[src/rtl/loader_pkg.sv]
// Shared definitions for the boot-time instruction-memory loader.
// Optional feature macro: LOADER_CHECKSUM_EN (adds the CSUM state).
package loader_pkg;

   localparam int LEN_BYTES      = 2;
   localparam int BYTES_PER_WORD = 4;

   typedef enum logic [2:0] {
      LEN_LO = 3'd0,
      LEN_HI = 3'd1,
      DATA   = 3'd2,
`ifdef LOADER_CHECKSUM_EN
      CSUM   = 3'd3,
`endif
      RUN    = 3'd4,
      ERR    = 3'd5
   } loaderState_t;

   // True when a requested word count does not fit a memory of 2**addrW words.
   function automatic logic lenTooBig(input logic [15:0] n, input int addrW);
      logic [31:0] capacity;
      capacity  = 32'd1 << addrW;
      lenTooBig = ({16'd0, n} > capacity);
   endfunction

endpackage

[src/rtl/byte_packer.sv]
// Packs a byte stream into little-endian 32-bit words.
// word_valid pulses for one cycle, the cycle after the 4th byte is taken.
module byte_packer
   import loader_pkg::*;
(
   input  logic        clk,
   input  logic        reset,
   input  logic        byte_valid,
   input  logic [7:0]  byte_data,
   output logic        last_lane,
   output logic        word_valid,
   output logic [31:0] word
);

   logic [1:0]  lane;
   logic [23:0] partial;

   assign last_lane = (lane == 2'(BYTES_PER_WORD - 1));

   // Lane steering; the final byte completes the word directly into the output register.
   always_ff @(posedge clk or posedge reset) begin
      if (reset) begin
         lane       <= 2'd0;
         partial    <= 24'd0;
         word       <= 32'd0;
         word_valid <= 1'b0;
      end else begin
         word_valid <= 1'b0;
         if (byte_valid) begin
            lane <= lane + 2'd1;
            case (lane)
               2'd0:    partial[7:0]   <= byte_data;
               2'd1:    partial[15:8]  <= byte_data;
               2'd2:    partial[23:16] <= byte_data;
               default: begin
                  word       <= {byte_data, partial};
                  word_valid <= 1'b1;
               end
            endcase
         end
      end
   end

endmodule

[src/rtl/imem_loader.sv]
// Boot loader: length header, packed data words into instruction memory,
// then releases the core with a fixed start PC.
// Optional feature macro: LOADER_CHECKSUM_EN (trailing XOR checksum byte).
//
// state  | meaning
// LEN_LO | waiting for word count low byte
// LEN_HI | waiting for word count high byte
// DATA   | packing data bytes, writing words
// CSUM   | waiting for checksum byte (checksum build only)
// RUN    | load finished, core released
// ERR    | load aborted, core held in reset
module imem_loader
   import loader_pkg::*;
#(
   parameter int          ADDR_W   = 8,
   parameter logic [31:0] RESET_PC = 32'h0
)
(
   input  logic              clk,
   input  logic              reset,
   input  logic [7:0]        rx_data,
   input  logic              rx_valid,
   output logic              rx_ready,
   output logic              im_we,
   output logic [ADDR_W-1:0] im_addr,
   output logic [31:0]       im_wdata,
   output logic              core_reset,
   output logic [31:0]       core_pc,
   output logic              done,
   output logic              err
);

   loaderState_t state;
   logic [15:0]  wordCount;
   logic [15:0]  wordIdx;
   logic [15:0]  lenFull;
   logic         accept;
   logic         packByte;
   logic         lastLane;
`ifdef LOADER_CHECKSUM_EN
   logic [7:0]   csum;
`endif

   assign accept   = rx_valid & rx_ready;
   assign packByte = accept && (state == DATA);
   assign lenFull  = {rx_data, wordCount[7:0]};
   assign core_pc  = RESET_PC;

   byte_packer u_packer (
      .clk        (clk),
      .reset      (reset),
      .byte_valid (packByte),
      .byte_data  (rx_data),
      .last_lane  (lastLane),
      .word_valid (im_we),
      .word       (im_wdata)
   );

   // Loader FSM with word counter and registered handshake/status outputs.
   // done/core_reset follow RUN by one cycle so release lands after the last im_we.
   always_ff @(posedge clk or posedge reset) begin
      if (reset) begin
         state      <= LEN_LO;
         wordCount  <= 16'd0;
         wordIdx    <= 16'd0;
         im_addr    <= '0;
         rx_ready   <= 1'b1;
         core_reset <= 1'b1;
         done       <= 1'b0;
         err        <= 1'b0;
`ifdef LOADER_CHECKSUM_EN
         csum       <= 8'd0;
`endif
      end else begin
         case (state)
            LEN_LO: begin
               if (accept) begin
                  wordCount[7:0] <= rx_data;
                  state          <= LEN_HI;
               end
            end
            LEN_HI: begin
               if (accept) begin
                  wordCount[15:8] <= rx_data;
                  if (lenFull == 16'd0) begin
`ifdef LOADER_CHECKSUM_EN
                     state    <= CSUM;
`else
                     state    <= RUN;
                     rx_ready <= 1'b0;
`endif
                  end else if (lenTooBig(lenFull, ADDR_W)) begin
                     state    <= ERR;
                     rx_ready <= 1'b0;
                     err      <= 1'b1;
                  end else begin
                     state <= DATA;
                  end
               end
            end
            DATA: begin
               if (accept) begin
`ifdef LOADER_CHECKSUM_EN
                  csum <= csum ^ rx_data;
`endif
                  if (lastLane) begin
                     im_addr <= wordIdx[ADDR_W-1:0];
                     wordIdx <= wordIdx + 16'd1;
                     if (wordIdx == wordCount - 16'd1) begin
`ifdef LOADER_CHECKSUM_EN
                        state    <= CSUM;
`else
                        state    <= RUN;
                        rx_ready <= 1'b0;
`endif
                     end
                  end
               end
            end
`ifdef LOADER_CHECKSUM_EN
            CSUM: begin
               if (accept) begin
                  rx_ready <= 1'b0;
                  if (rx_data == csum) begin
                     state <= RUN;
                  end else begin
                     state <= ERR;
                     err   <= 1'b1;
                  end
               end
            end
`endif
            RUN: begin
               core_reset <= 1'b0;
               done       <= 1'b1;
            end
            ERR: begin
               rx_ready <= 1'b0;
            end
            default: begin
               state    <= ERR;
               rx_ready <= 1'b0;
               err      <= 1'b1;
            end
         endcase
      end
   end

endmodule
[config.mk]
export PLATFORM = sky130hd
export DESIGN_NAME = imem_loader
export DESIGN_NICKNAME = d
export VERILOG_FILES = /design/src/rtl/loader_pkg.sv /design/src/rtl/byte_packer.sv /design/src/rtl/imem_loader.sv
export SDC_FILE = /design/constraint.sdc
export NUM_CORES = 1
export LEC_CHECK = 0
export BUFFER_PORTS_ARGS = -buffer_cell sky130_fd_sc_hd__clkbuf_2
export CORE_UTILIZATION = 55
export CTS_CLUSTER_SIZE = 16
export DETAILED_ROUTE_END_ITERATION = 8
export PLACE_DENSITY = 0.88
export SETUP_SLACK_MARGIN = 0.15
export SLEW_MARGIN = 20
export SYNTH_ARGS = -nofsm -noshare
export SYNTH_HDL_FRONTEND = slang
export SYNTH_HIERARCHICAL = 1
export SYNTH_SLANG_ARGS = --single-unit
[constraint.sdc]
create_clock -name clk -period 3.35 [get_ports clk]
set_clock_uncertainty 0.05 [all_clocks]
set_input_delay 0 -clock clk [delete_from_list [all_inputs] [get_ports clk]]
set_output_delay 0 -clock clk [all_outputs]
set_load 0.01 [all_outputs]
* Word-level counts from Yosys, hierarchy flattened
Cells that the tools add are included.
Widths: inputs -> output; s select.
** Word-level totals
- Flip-flop bits (word level) :: 106
** Cells by class
- Equality and inequality tests :: 16
- Add/sub/neg operators :: 3
- Reduce and logical (&&, ||, !) cells :: 18
- Multiplexer cells :: 21
- Bitwise gates (word level) :: 5
- Order comparisons :: 1
** Operators by type and width (count)
- $mux 3 :: 7
- $add 16x1->16 const B :: 1
- $eq 16x16->1 :: 1
- $gt 16x9->1 const B :: 1
- $logic_not 16->1 :: 1
- $sub 16x1->16 const B :: 1
- $ne 2x2->1 const B :: 6
- $pmux 3 s4 :: 1
- $reduce_and 2->1 :: 6
- $reduce_and 6->1 :: 2
- $mux 1 :: 11
- $eq 3x3->1 const B :: 2
- $eq 2x2->1 const B :: 2
- $not 1->1 :: 4
- $reduce_and 4->1 :: 1
- $reduce_or 2->1 :: 2
- $reduce_or 4->1 :: 1
- $eq 3x1->1 const B :: 1
- $eq 3x2->1 const B :: 1
- $logic_not 3->1 :: 1
- $ne 3x3->1 const B :: 1
- $pmux 1 s3 :: 1
- $reduce_and 3->1 :: 1
- $reduce_or 3->1 :: 1
- 7 further kinds :: 7

* Logic depth before layout (Yosys ltp)
- Depth after elaboration :: 6
- Depth in mapped cells :: 9

* Modules after synthesis
Netlist, hierarchy kept.
** Modules (own cells, without submodules)
- imem_loader :: area each 2805.2 um^2, cells each 272, sequential area each 1178.6 um^2, times used 1
- byte_packer :: area each 2421.1 um^2, cells each 135, sequential area each 1476.4 um^2, times used 1

* Least setup slack after synthesis
OpenSTA, ideal clock, no wires.
- Kind :: register to register
- Start point :: register wordCount[0]
- End point :: register state[2]
- Setup time :: 0.134 ns
- Path slack :: 0.792 ns
- Clock period less this slack :: 2.558 ns
- Path buffers :: 1
- Cell stages (with the launch flop) :: 10
- Arrival time :: 2.374 ns
- Path through :: dfrtp_1 > clkbuf_1 > inv_1 > ha_1 > or4b_2 > o41ai_1 > nand3_1 > a31o_2 > a21oi_1 > o21ai_0
** Between the ends
- Cells in the longest elaborated chain, start to end :: 5
- Elaborated cells between the ends (all ways) :: 10
** RTL lines
- from (decl) :: line imem_loader.sv:34 : logic [15:0] wordCount;
- from (signal assigned) :: line imem_loader.sv:78 : wordCount[7:0] <= rx_data;
- parallel branches: the longest is 5 deep, another holds $sub 16x1->16
- to (signal assigned) :: line imem_loader.sv:79 : state <= LEN_HI;
- to (signal assigned) :: line imem_loader.sv:89 : state <= RUN;
- to (signal assigned) :: line imem_loader.sv:93 : state <= ERR;
- to (decl) :: line imem_loader.sv:33 : loaderState_t state;
Several ways; the timed one is not identified. The select of a mux whose other input is x is not followed.
A chain may end at the register's enable or synchronous reset.

* Worst setup path in the final report
- Start point :: register wordCount[0]
- End point :: register rx_ready
** Between the ends
- Cells in the longest elaborated chain, start to end :: 4
- Elaborated cells between the ends (all ways) :: 10
** RTL lines
- $sub 16x1->16 or $logic_not 16->1 (tied branches) :: line imem_loader.sv:109, imem_loader.sv:85
- $eq 16x16->1 or $mux 1 (tied branches) :: line imem_loader.sv:109, imem_loader.sv:85
- $ne 2x1->1 (no source line) or $mux 1 (tied branches)
- $reduce_and 6->1 (no source line) or $pmux 1 s3 (tied branches)
- to (signal assigned) :: line imem_loader.sv:114 : rx_ready <= 1'b0;
- to (signal assigned) :: line imem_loader.sv:138 : rx_ready <= 1'b0;
- to (signal assigned) :: line imem_loader.sv:142 : rx_ready <= 1'b0;
- to (decl) :: line imem_loader.sv:23 : output logic rx_ready,
Several ways; a longest one is shown, not always the timed one. The select of a mux whose other input is x is not followed.

==> results.sh <==
export IMPL_outcome="finished, violations left"
export IMPL_violations="negative hold slack"
export IMPL_detail_route_wl_per_cell_um=16.6
export IMPL_holdCritPathClass="input port to flop"
export IMPL_htree_levels=3
export IMPL_min_path_cells=2
export IMPL_clock_sinks=106
export IMPL_ys_seq_area_frac=0.508
export IMPL_via_per_inst=5.49
export IMPL_combPwrFrac=0.033
export IMPL_setup_viol=0
export IMPL_p_sw_frac=0.241
export IMPL_clock_fmax_mhz=330
export IMPL_drive_gt1_frac=0.363
export IMPL_tritoncts="built"
export IMPL_drtPass1Iterations=4
export IMPL_cts_clk_slew_worst_paths_ns=0.11
export IMPL_cp_required_ns=3.61
export IMPL_dp_hpwl_um=6840
export IMPL_seqPwrFrac=0.587
export IMPL_start_util=0.566
export IMPL_syn_cell_area_sq_um=5230
export IMPL_crit_arrival_ns=3.29
export IMPL_setup_tns_ns=0
export IMPL_track_usage=0.214
export IMPL_ir_drop_mv=0.225
export IMPL_cts_setup_buffers=0
export IMPL_critPathCaptureType="flop"
export IMPL_grt_max_degree=48
export IMPL_max_slew_worst_pin_slew_ns=0.656
export IMPL_grt_first_pass_wirelength_um=16400
export IMPL_first_iter_violations=182
export IMPL_worst_skew_pair_late_latency_ns=0.37
export IMPL_async_reset_ff_frac=1.00
export IMPL_rows=35
export IMPL_antennaDiodeCount=0
export IMPL_drc=0
export IMPL_rsz0062_at_grt="no"
export IMPL_cp_cell_sequence="inv_1 -> ha_1 -> or4b_2 -> o41ai_1 -> nand3_1 -> a211oi_1 -> o21a_1 -> o31a_1"
export IMPL_whs_ns=-0.00117
export IMPL_p_leak_nw=3.04
export IMPL_relSlewSlack=0.559
export IMPL_antenna_found_initial=0
export IMPL_areaGrowthSynthToFinish_pct=10.2
export IMPL_fin_crit_ns=3.03
export IMPL_fin_crit_sh=0.904
export IMPL_cts_root_buf="clkbuf_8"
export IMPL_ys_flop_type="dfrtp_1"
export IMPL_cp_slowest_cell="or4b_2"
export IMPL_numPortBuffers=55
export IMPL_clkPwrFrac=0.380
export IMPL_netSwitchingPower_uw=526
export IMPL_antenna_left=0
export IMPL_vias=3322
export IMPL_syn_avg_cell_area_sq_um=12.8
export IMPL_worstPathMaxFanout=7
export IMPL_max_cap_viol_count=0
export IMPL_p_total_mw=2.18
export IMPL_hold_viol_final=1
export IMPL_die_y_um=99.5
export IMPL_ys_ff_latch=106
export IMPL_ctsHoldBuffers=9
export IMPL_cts_resized=0
export IMPL_clock_path_buffers=2
export IMPL_synth_cell_types=56
export IMPL_first_global_vias=3251
export IMPL_cts_buffers=9
export IMPL_p_per_area_nw_per_um2=378
export IMPL_startpoint_type="flop"
export IMPL_routed_wl_um=10000
export IMPL_ios=88
export IMPL_cpPeakStageDelay_ns=0.64
export IMPL_globalplace_congestion=0.942
export IMPL_fin_nets=490
export IMPL_worstRegToRegCells=8
export IMPL_coreArea_sq_um=9240
export IMPL_report_final_slew_viol_count=0
export IMPL_dp_cells=581
export IMPL_path_class="flop to flop"
export IMPL_intPower_mw=1.65
export IMPL_synth_warnings=6
export IMPL_dieArea_sq_um=9900
export IMPL_die_w_um=99.5
export IMPL_instances_no_fill=605
export IMPL_overflow=0
export IMPL_synthCells=407
export IMPL_synth_edf_count=0
[sequential cells by signal, summed over array words and instances, names as in the netlist]
| register | cells |
|---|---|
| u_packer/partial | 24 |
| wordIdx | 16 |
| rx_ready | 1 |
| err | 1 |
| wordCount | 16 |
| core_reset | 1 |
| state | 3 |
| u_packer/word_valid | 1 |
| u_packer/word | 32 |
| done | 1 |
| u_packer/lane | 2 |
| im_addr | 8 |
[cells in the final DEF (no fill, tap or decap), types with 4 or more instances in the layout]
cell type / Yosys / routed
nand2_1: 17 / 17
dlygate4sd3_1: 0 / 9
xor2_1: 10 / 10
inv_1: 11 / 9
clkbuf_8: 0 / 9
nor4_1: 5 / 4
xnor2_1: 24 / 24
mux2_4: 29 / 29
a21oi_1: 8 / 8
dfrtp_1: 104 / 104
o21ai_0: 6 / 6
nor3_1: 7 / 7
buf_4: 33 / 5
nor2_1: 12 / 12
and4_1: 5 / 5
ha_1: 7 / 7
clkbuf_2: 0 / 55
nand4_1: 4 / 4
nand3_1: 11 / 11
conb_1: 1 / 32
mux2_2: 52 / 52
[worst paths after layout]
path	start	end	slack, ns
max	wordCount[0]	rx_ready	0.32
min	rx_data[1]	u_packer/partial[9]	-0.001
max reg2reg	wordCount[0]	rx_ready	0.32
min reg2reg	done	done	0.42
max in group asynchronous	reset	u_packer/partial[14]	2.23
min in group asynchronous	reset	u_packer/word[23]	0.19
[through the flow]
| stage | setup slack (ns) | util | hold WS, ns | cell area, sq um |
|---|---|---|---|---|
| final | 0.321 | 0.623 | -0.00117 | 5760 |
| after floorplan | 0.792 | - | 0.0985 | 5340 |
| after detailed placement | 0.417 | 0.591 | 0.0421 | 5460 |
| after global routing | 0.155 | 0.623 | 0.00347 | 5760 |
| after CTS | 0.330 | 0.623 | 0.00281 | 5760 |
| after global placement | 0.652 | 0.591 | 0.0351 | 5460 |
[area by class of cell]
cell class                 count  area [sq um]
tap                          129           161
multi-input combinational    275          2290
fill                         684          3480
sequential                   106          2660
clock inverter                 6          83.8
timing repair buffer          69           403
clock buffer                   9           124
inverter                      11          41.3
[power groups by stage]
stage                     Combinational, mW  Clock (mW)  Sequential, mW
after floorplan                      0.0642           0            1.30
after global placement               0.0625           0            1.30
after detailed placement             0.0637           0            1.30
after CTS                            0.0724       0.835            1.28
after global routing                 0.0823       0.893            1.28
final                                0.0714       0.829            1.28
[routing by layer]
metal | vias up | GRT usage | share of wire
met3 | 21 | 0.0330 | 0.038
met4 | 0 | 0.0826 | 0.021
met1 | 1683 | 0.281 | 0.44
met2 | 120 | 0.361 | 0.50
li1 | 1498 | - | -
met5 | - | 0 | 0
[cells by family after synthesis]
family | share of synthesized area
multiplexers | 0.195
AO/OA/AOI/OAI | 0.0517
flip-flops | 0.508
adder cells (fa/ha/maj) | 0.0168
other | 0.000718
AND/OR/NAND/NOR | 0.0936
buffers and inverters | 0.0769
XOR/XNOR | 0.0570
[cell usage after synthesis, drive strengths merged, types with 2 or more instances]
cell,n,share of area
dfrtp,104,0.50
mux2,81,0.20
buf,38,0.063
xnor2,24,0.040
nand2,21,0.020
nor2,12,0.0086
inv,11,0.0079
nand3,11,0.011
xor2,10,0.017
a21oi,8,0.0077
clkbuf,8,0.0057
ha,7,0.017
nor3,7,0.0067
nor4,6,0.0084
o21ai,6,0.0057
and4,5,0.0084
nand4,4,0.0048
a31oi,3,0.0036
and3,3,0.0036
or4,3,0.0050
a311oi,2,0.0034
dfstp,2,0.010
nand2b,2,0.0024
o21bai,2,0.0029
o31a,2,0.0034
o31ai,2,0.0029
or3,2,0.0034
[critical path, delay by kind of cell (launching register included)]
kind / cells / cell delay [ns]
fa+ha+maj: 1 / 0.27
simple gates: 2 / 0.94
flops: 1 / 0.47
compound gates: 4 / 1.15
buf+inv: 1 / 0.09
Power figures use the tool's default switching activity.
